**src/rtl/dtcm_dma_engine.sv**
```systemverilog
// Purpose: DMA initiator on the DTCM DMA port; forward word-by-word block copy (read src word, write to dst).
// Latency: first read the cycle after start; 3 cycles per word with no stalls; done pulse 3*len+1 cycles after start.
// Backpressure: request outputs hold stable while dma_dtcm_ready is low; a read with no valid data times out into sts_err.
// Ports:
//   clk, rstn                       clock, async active-low reset
//   cfg_start/abort/src/dst/len     single-cycle command from control logic
//   sts_busy/done/err/remaining     status back to control logic
//   dma_dtcm_*                      requester side of the DTCM DMA port
module dtcm_dma_engine #(
  parameter int ADDR_WIDTH = 32,
  parameter int DATA_WIDTH = 32,
  parameter int LEN_WIDTH  = 13,
  parameter int TIMEOUT    = 16
) (
  input  logic                  clk,
  input  logic                  rstn,
  input  logic                  cfg_start,
  input  logic                  cfg_abort,
  input  logic [ADDR_WIDTH-1:0] cfg_src_addr,
  input  logic [ADDR_WIDTH-1:0] cfg_dst_addr,
  input  logic [LEN_WIDTH-1:0]  cfg_len,
  output logic                  sts_busy,
  output logic                  sts_done,
  output logic                  sts_err,
  output logic [LEN_WIDTH-1:0]  sts_remaining,
  output logic                  dma_dtcm_access,
  input  logic                  dma_dtcm_ready,
  output logic                  dma_dtcm_rd0_wr1,
  output logic [ADDR_WIDTH-1:0] dma_dtcm_addr,
  output logic [DATA_WIDTH-1:0] dma_dtcm_wdata,
  input  logic [DATA_WIDTH-1:0] dma_dtcm_rdata,
  input  logic                  dma_dtcm_rdata_valid
);

  localparam int TW = $clog2(TIMEOUT);
  localparam logic [TW-1:0] TMAX = TW'(TIMEOUT - 1);
  // Word-align mask; applying it to the whole address keeps every input bit in use.
  localparam logic [ADDR_WIDTH-1:0] ALIGN_MASK = ~ADDR_WIDTH'(3);

  typedef enum logic [2:0] {S_IDLE, S_RD_REQ, S_RD_WAIT, S_WR, S_DONE} state_e;

  state_e                state_q;
  logic [ADDR_WIDTH-1:0] src_q, dst_q, addr_q;
  logic [DATA_WIDTH-1:0] buf_q;
  logic [LEN_WIDTH-1:0]  rem_q;
  logic [TW-1:0]         timer_q;
  logic                  busy_q, done_q, err_q, access_q, rw_q;

  logic [ADDR_WIDTH-1:0] src_d, dst_d;
  logic [LEN_WIDTH-1:0]  rem_d;

  // Post-write pointer/count values; addresses wrap naturally at 2^ADDR_WIDTH.
  assign src_d = src_q + ADDR_WIDTH'(4);
  assign dst_d = dst_q + ADDR_WIDTH'(4);
  assign rem_d = rem_q - LEN_WIDTH'(1);

  always_ff @(posedge clk or negedge rstn) begin
    if (!rstn) begin
      state_q  <= S_IDLE;
      src_q    <= '0;
      dst_q    <= '0;
      addr_q   <= '0;
      buf_q    <= '0;
      rem_q    <= '0;
      timer_q  <= '0;
      busy_q   <= 1'b0;
      done_q   <= 1'b0;
      err_q    <= 1'b0;
      access_q <= 1'b0;
      rw_q     <= 1'b0;
    end else begin
      done_q <= 1'b0;
      if (state_q != S_IDLE && cfg_abort) begin
        // A write accepted in the abort cycle has already happened on the bus, so account for it.
        if (state_q == S_WR && dma_dtcm_ready) begin
          src_q <= src_d;
          dst_q <= dst_d;
          rem_q <= rem_d;
        end
        state_q  <= S_IDLE;
        busy_q   <= 1'b0;
        access_q <= 1'b0;
        rw_q     <= 1'b0;
      end else begin
        case (state_q)
          S_IDLE: begin
            // Abort in IDLE only matters here: it suppresses a simultaneous start.
            if (cfg_start && !cfg_abort) begin
              src_q  <= cfg_src_addr & ALIGN_MASK;
              dst_q  <= cfg_dst_addr & ALIGN_MASK;
              rem_q  <= cfg_len;
              err_q  <= 1'b0;
              busy_q <= 1'b1;
              if (cfg_len == '0) begin
                state_q <= S_DONE;
                done_q  <= 1'b1;
              end else begin
                state_q  <= S_RD_REQ;
                access_q <= 1'b1;
                rw_q     <= 1'b0;
                addr_q   <= cfg_src_addr & ALIGN_MASK;
              end
            end
          end
          S_RD_REQ: begin
            if (dma_dtcm_ready) begin
              state_q  <= S_RD_WAIT;
              access_q <= 1'b0;
              timer_q  <= '0;
            end
          end
          S_RD_WAIT: begin
            if (dma_dtcm_rdata_valid) begin
              buf_q    <= dma_dtcm_rdata;
              state_q  <= S_WR;
              access_q <= 1'b1;
              rw_q     <= 1'b1;
              addr_q   <= dst_q;
            end else if (timer_q == TMAX) begin
              err_q   <= 1'b1;
              state_q <= S_DONE;
              done_q  <= 1'b1;
            end else begin
              timer_q <= timer_q + TW'(1);
            end
          end
          S_WR: begin
            if (dma_dtcm_ready) begin
              src_q <= src_d;
              dst_q <= dst_d;
              rem_q <= rem_d;
              rw_q  <= 1'b0;
              if (rem_q == LEN_WIDTH'(1)) begin
                state_q  <= S_DONE;
                done_q   <= 1'b1;
                access_q <= 1'b0;
              end else begin
                // Go straight into the next read request without dropping access.
                state_q  <= S_RD_REQ;
                access_q <= 1'b1;
                addr_q   <= src_d;
              end
            end
          end
          S_DONE: begin
            state_q <= S_IDLE;
            busy_q  <= 1'b0;
          end
          default: begin
            state_q  <= S_IDLE;
            busy_q   <= 1'b0;
            access_q <= 1'b0;
            rw_q     <= 1'b0;
          end
        endcase
      end
    end
  end

  assign sts_busy         = busy_q;
  assign sts_done         = done_q;
  assign sts_err          = err_q;
  assign sts_remaining    = rem_q;
  assign dma_dtcm_access  = access_q;
  assign dma_dtcm_rd0_wr1 = rw_q;
  assign dma_dtcm_addr    = addr_q;
  assign dma_dtcm_wdata   = buf_q;

endmodule

```
**config.mk**
```make
export PLATFORM = sky130hd
export DESIGN_NAME = dtcm_dma_engine
export DESIGN_NICKNAME = d
export VERILOG_FILES = /design/src/rtl/dtcm_dma_engine.sv
export SDC_FILE = /design/constraint.sdc
export NUM_CORES = 1
export LEC_CHECK = 0
export CORE_MARGIN = 2
export CORE_UTILIZATION = 50
export DETAILED_ROUTE_END_ITERATION = 10
export GPL_TIMING_DRIVEN = 0
export PLACE_DENSITY = 0.79
export SLEW_MARGIN = 20
export SYNTH_ARGS = -nofsm -noshare
export SYNTH_HDL_FRONTEND = slang
export SYNTH_SLANG_ARGS = --single-unit
export TNS_END_PERCENT = 5
```
**constraint.sdc**
```tcl
create_clock -name clk -period 6.4 [get_ports clk]
set_input_delay 1.28 -clock clk [delete_from_list [all_inputs] [get_ports clk]]
set_output_delay 1.28 -clock clk [all_outputs]
set_load 0.05 [all_outputs]
```
==> impl_metrics.tcl <==
set metrics [dict create \
    status "finished clean" \
    ir_worst_vdd_mv 0.393 \
    swShare 0.519 \
    cp_common_cell "clkbuf_1" \
    cts_root_buffer "clkbuf_16" \
    drt-wirelength-per-cell_um 25.0 \
    switchingPower_uw 3620 \
    ant_nets 0 \
    area_growth_pct 31.5 \
    maxSlewHeadroom 0.354 \
    setup_viol 0 \
    fin_area_um2 11700 \
    ys.flop_type "dfrtp_1" \
    fp-row-count 48 \
    start_util 0.514 \
    dpl_cell_area_um2 11200 \
    power_frac_seq 0.263 \
    clock.fmax_mhz 233 \
    viasPerCell 6.84 \
    cp-start-kind "input port" \
    multi_input_comb_area_um2 4780 \
    critical_path.max_stage_delay_ns 0.70 \
    grt_pass1_vias 9191 \
    async_flop_share 1.00 \
    syn_inst 1005 \
    vias 9952 \
    nets 1337 \
    yosysWarnings 0 \
    power_uw 6980 \
    clock_latency_ns 0.44 \
    cpMaxStageDelayCell "clkbuf_1" \
    synth_top_area_share 0.415 \
    overflow 0 \
    maxSlewViolCount 0 \
    n_fill_cell 1511 \
    grt_usage 0.384 \
    synth_cell_types 65 \
    syn_avg_cell_area_um2 8.87 \
    critPathMaxFanout 10 \
    p_leak_uw 0.00448 \
    critPathKind "in2reg" \
    period_minus_slack_ns 4.30 \
    hp-class "reg2reg" \
    pin_count 197 \
    grt_pass1_wl_um 53900 \
    cts_buffers 17 \
    synth_nets 1125 \
    worstPathCellList "clkdlybuf4s50_1, clkbuf_1, o21a_1, nor2_1, nor2_1, clkbuf_1, clkbuf_1, nand2_1, a31oi_1" \
    yosysSeqAreaShare 0.415 \
    crit_path_end_kind "flop" \
    layout-drive-gt1-share 0.0716 \
    synth_seq_cells 148 \
    final_hold_viol_count 0 \
    path_clk_slew_ns 0.07 \
    clock_power_share 0.143 \
    regArea_um2 3700 \
    n_antenna_cell 0 \
    netlist_area_um2 8920 \
    place_inst 1423 \
    routabilityCongestion 0.999 \
    finClkSkew_ns 0.00736 \
    clockBufferDepth 2 \
    core_um2 17400 \
    pwr-share-comb 0.593 \
    tns_ns 0 \
    worstPathArrival_ns 4.64 \
    clock_sinks 148 \
    rsz0062_at_grt "no" \
    first_pass_iters 8 \
    final_cells 1454 \
    antenna_found_initial 0 \
    grt_max_degree 97 \
    required_ns 6.75 \
    reg2reg_slack_ns 2.89 \
    die_y_um 138 \
    drt_iter0_markers 1490 \
    yosys-top-cells-area "dfrtp_1 42%, a21oi_1 5.4%, o21ai_0 5.3%" \
    io_buffer_count 192 \
    worst_slew_pin_slew_ns 0.956 \
    synth_edf_count 0 \
    final_util 0.676 \
    cts_max_level 4 \
    post_cts_resized 0 \
    maxCapViolCount 0 \
    tritoncts "yes" \
    p_int_uw 3360 \
    hold_buffers 0 \
    drc 0 \
    dp.final_hpwl_um 25800 \
    p_per_area_nw_per_um2 595 \
    fin_crit_sh 0.671 \
    post_cts_buffers 0 \
    totalWireLength_um 36400 \
    die_w_um 138 \
    die-area_um2 18900 \
    synth_top_area_cell "dfrtp_1" \
]
[cell usage after synthesis, drive strengths merged, types with 8 or more instances]
library cell	instances
dfrtp	148
a21oi	102
o21ai	96
clkbuf	76
nand2	55
nor2	44
mux2	42
nand3	37
a31oi	34
nand4	31
a2bb2oi	25
inv	25
o22ai	24
nor3	22
nor4	22
and3	20
o2bb2ai	16
and2	15
a22oi	13
o22a	13
and4	12
mux2i	12
buf	10
a22o	8
[area by class of cell]
cell class / instances / share of cell area
plain buffers: 86 / 0.0299
well taps: 225 / 0.0240
flip-flops and latches: 148 / 0.316
clock inverters: 12 / 0.0114
repair buffers: 193 / 0.167
inverters: 25 / 0.00800
multi-input cells: 746 / 0.407
clock buffers: 19 / 0.0369
[layout by cell type (no fill, tap or decap), drive strengths merged, types with 15 or more instances in the layout]
| master | instances |
|---|---|
| a21oi | 102 |
| a2bb2oi | 25 |
| a31oi | 34 |
| and2 | 15 |
| and3 | 20 |
| clkbuf | 95 |
| clkdlybuf4s50 | 191 |
| dfrtp | 148 |
| inv | 26 |
| mux2 | 42 |
| nand2 | 55 |
| nand3 | 37 |
| nand4 | 31 |
| nor2 | 44 |
| nor3 | 22 |
| nor4 | 22 |
| o21ai | 96 |
| o22ai | 24 |
| o2bb2ai | 16 |
[worst max-delay path, delay by kind of cell]
kind	cells	cell delay, ns
and+or+nand+nor	3	0.62
buffers and inverters	4	2.19
AOI/OAI and AO/OA	2	0.52
[power groups by stage]
stage	clock, uW	combinational [uW]	sequential (uW)
after floorplan	0	1790	2570
after global placement	0	3970	1800
after detailed placement	0	4020	1820
after CTS	994	4040	1810
after global routing	1040	4300	1880
final	1000	4140	1840
[stage by stage]
step	setup WS [ns]	hold WS, ns
floorplan	3.38	0.469
global placement	-2.13	0.463
detailed placement	1.85	0.465
CTS	2.28	0.480
global route	2.09	0.516
finish	2.10	0.477
[sequential cells by signal, indices dropped and copies added (netlist names)]
name / cells
dma_dtcm_wdata: 32
dma_dtcm_addr: 31
dst_q: 30
src_q: 30
sts_remaining: 13
timer_q: 4
state_q: 3
dma_dtcm_access: 1
dma_dtcm_rd0_wr1: 1
sts_busy: 1
sts_done: 1
sts_err: 1
[routing by layer]
layer / global-route usage / wire [um] / vias to the layer above
li1: - / - / 4255
met1: 0.520 / 13900 / 4720
met2: 0.577 / 16200 / 835
met3: 0.0949 / 4500 / 142
met4: 0.184 / 1760 / 0
met5: 0 / 0 / -
[kinds of logic after synthesis]
group,Yosys count,synth area share
AOI/OAI and AO/OA,384,0.274
muxes,54,0.0678
DFF,148,0.415
xor gates and xnor gates,9,0.00884
and+or+nand+nor,294,0.177
buffers and inverters,111,0.0498
adders and majority gates,5,0.00702
[final timing paths]
path,endpoint,cells past startpoint,start
hold reg to reg,dma_dtcm_access$_DFFE_PN0P_,1,dma_dtcm_access$_DFFE_PN0P_
setup reg to reg,src_q[3]$_DFFE_PN0P_,8,state_q[1]$_DFFE_PN0P_
setup / recovery,src_q[3]$_DFFE_PN0P_,9,cfg_abort
hold / removal,dma_dtcm_access$_DFFE_PN0P_,1,dma_dtcm_access$_DFFE_PN0P_
max in group asynchronous,dma_dtcm_addr[26]$_DFFE_PN0P_,2,rstn
min in group asynchronous,dst_q[2]$_DFFE_PN0P_,1,rstn
Power figures use the tool's default switching activity.
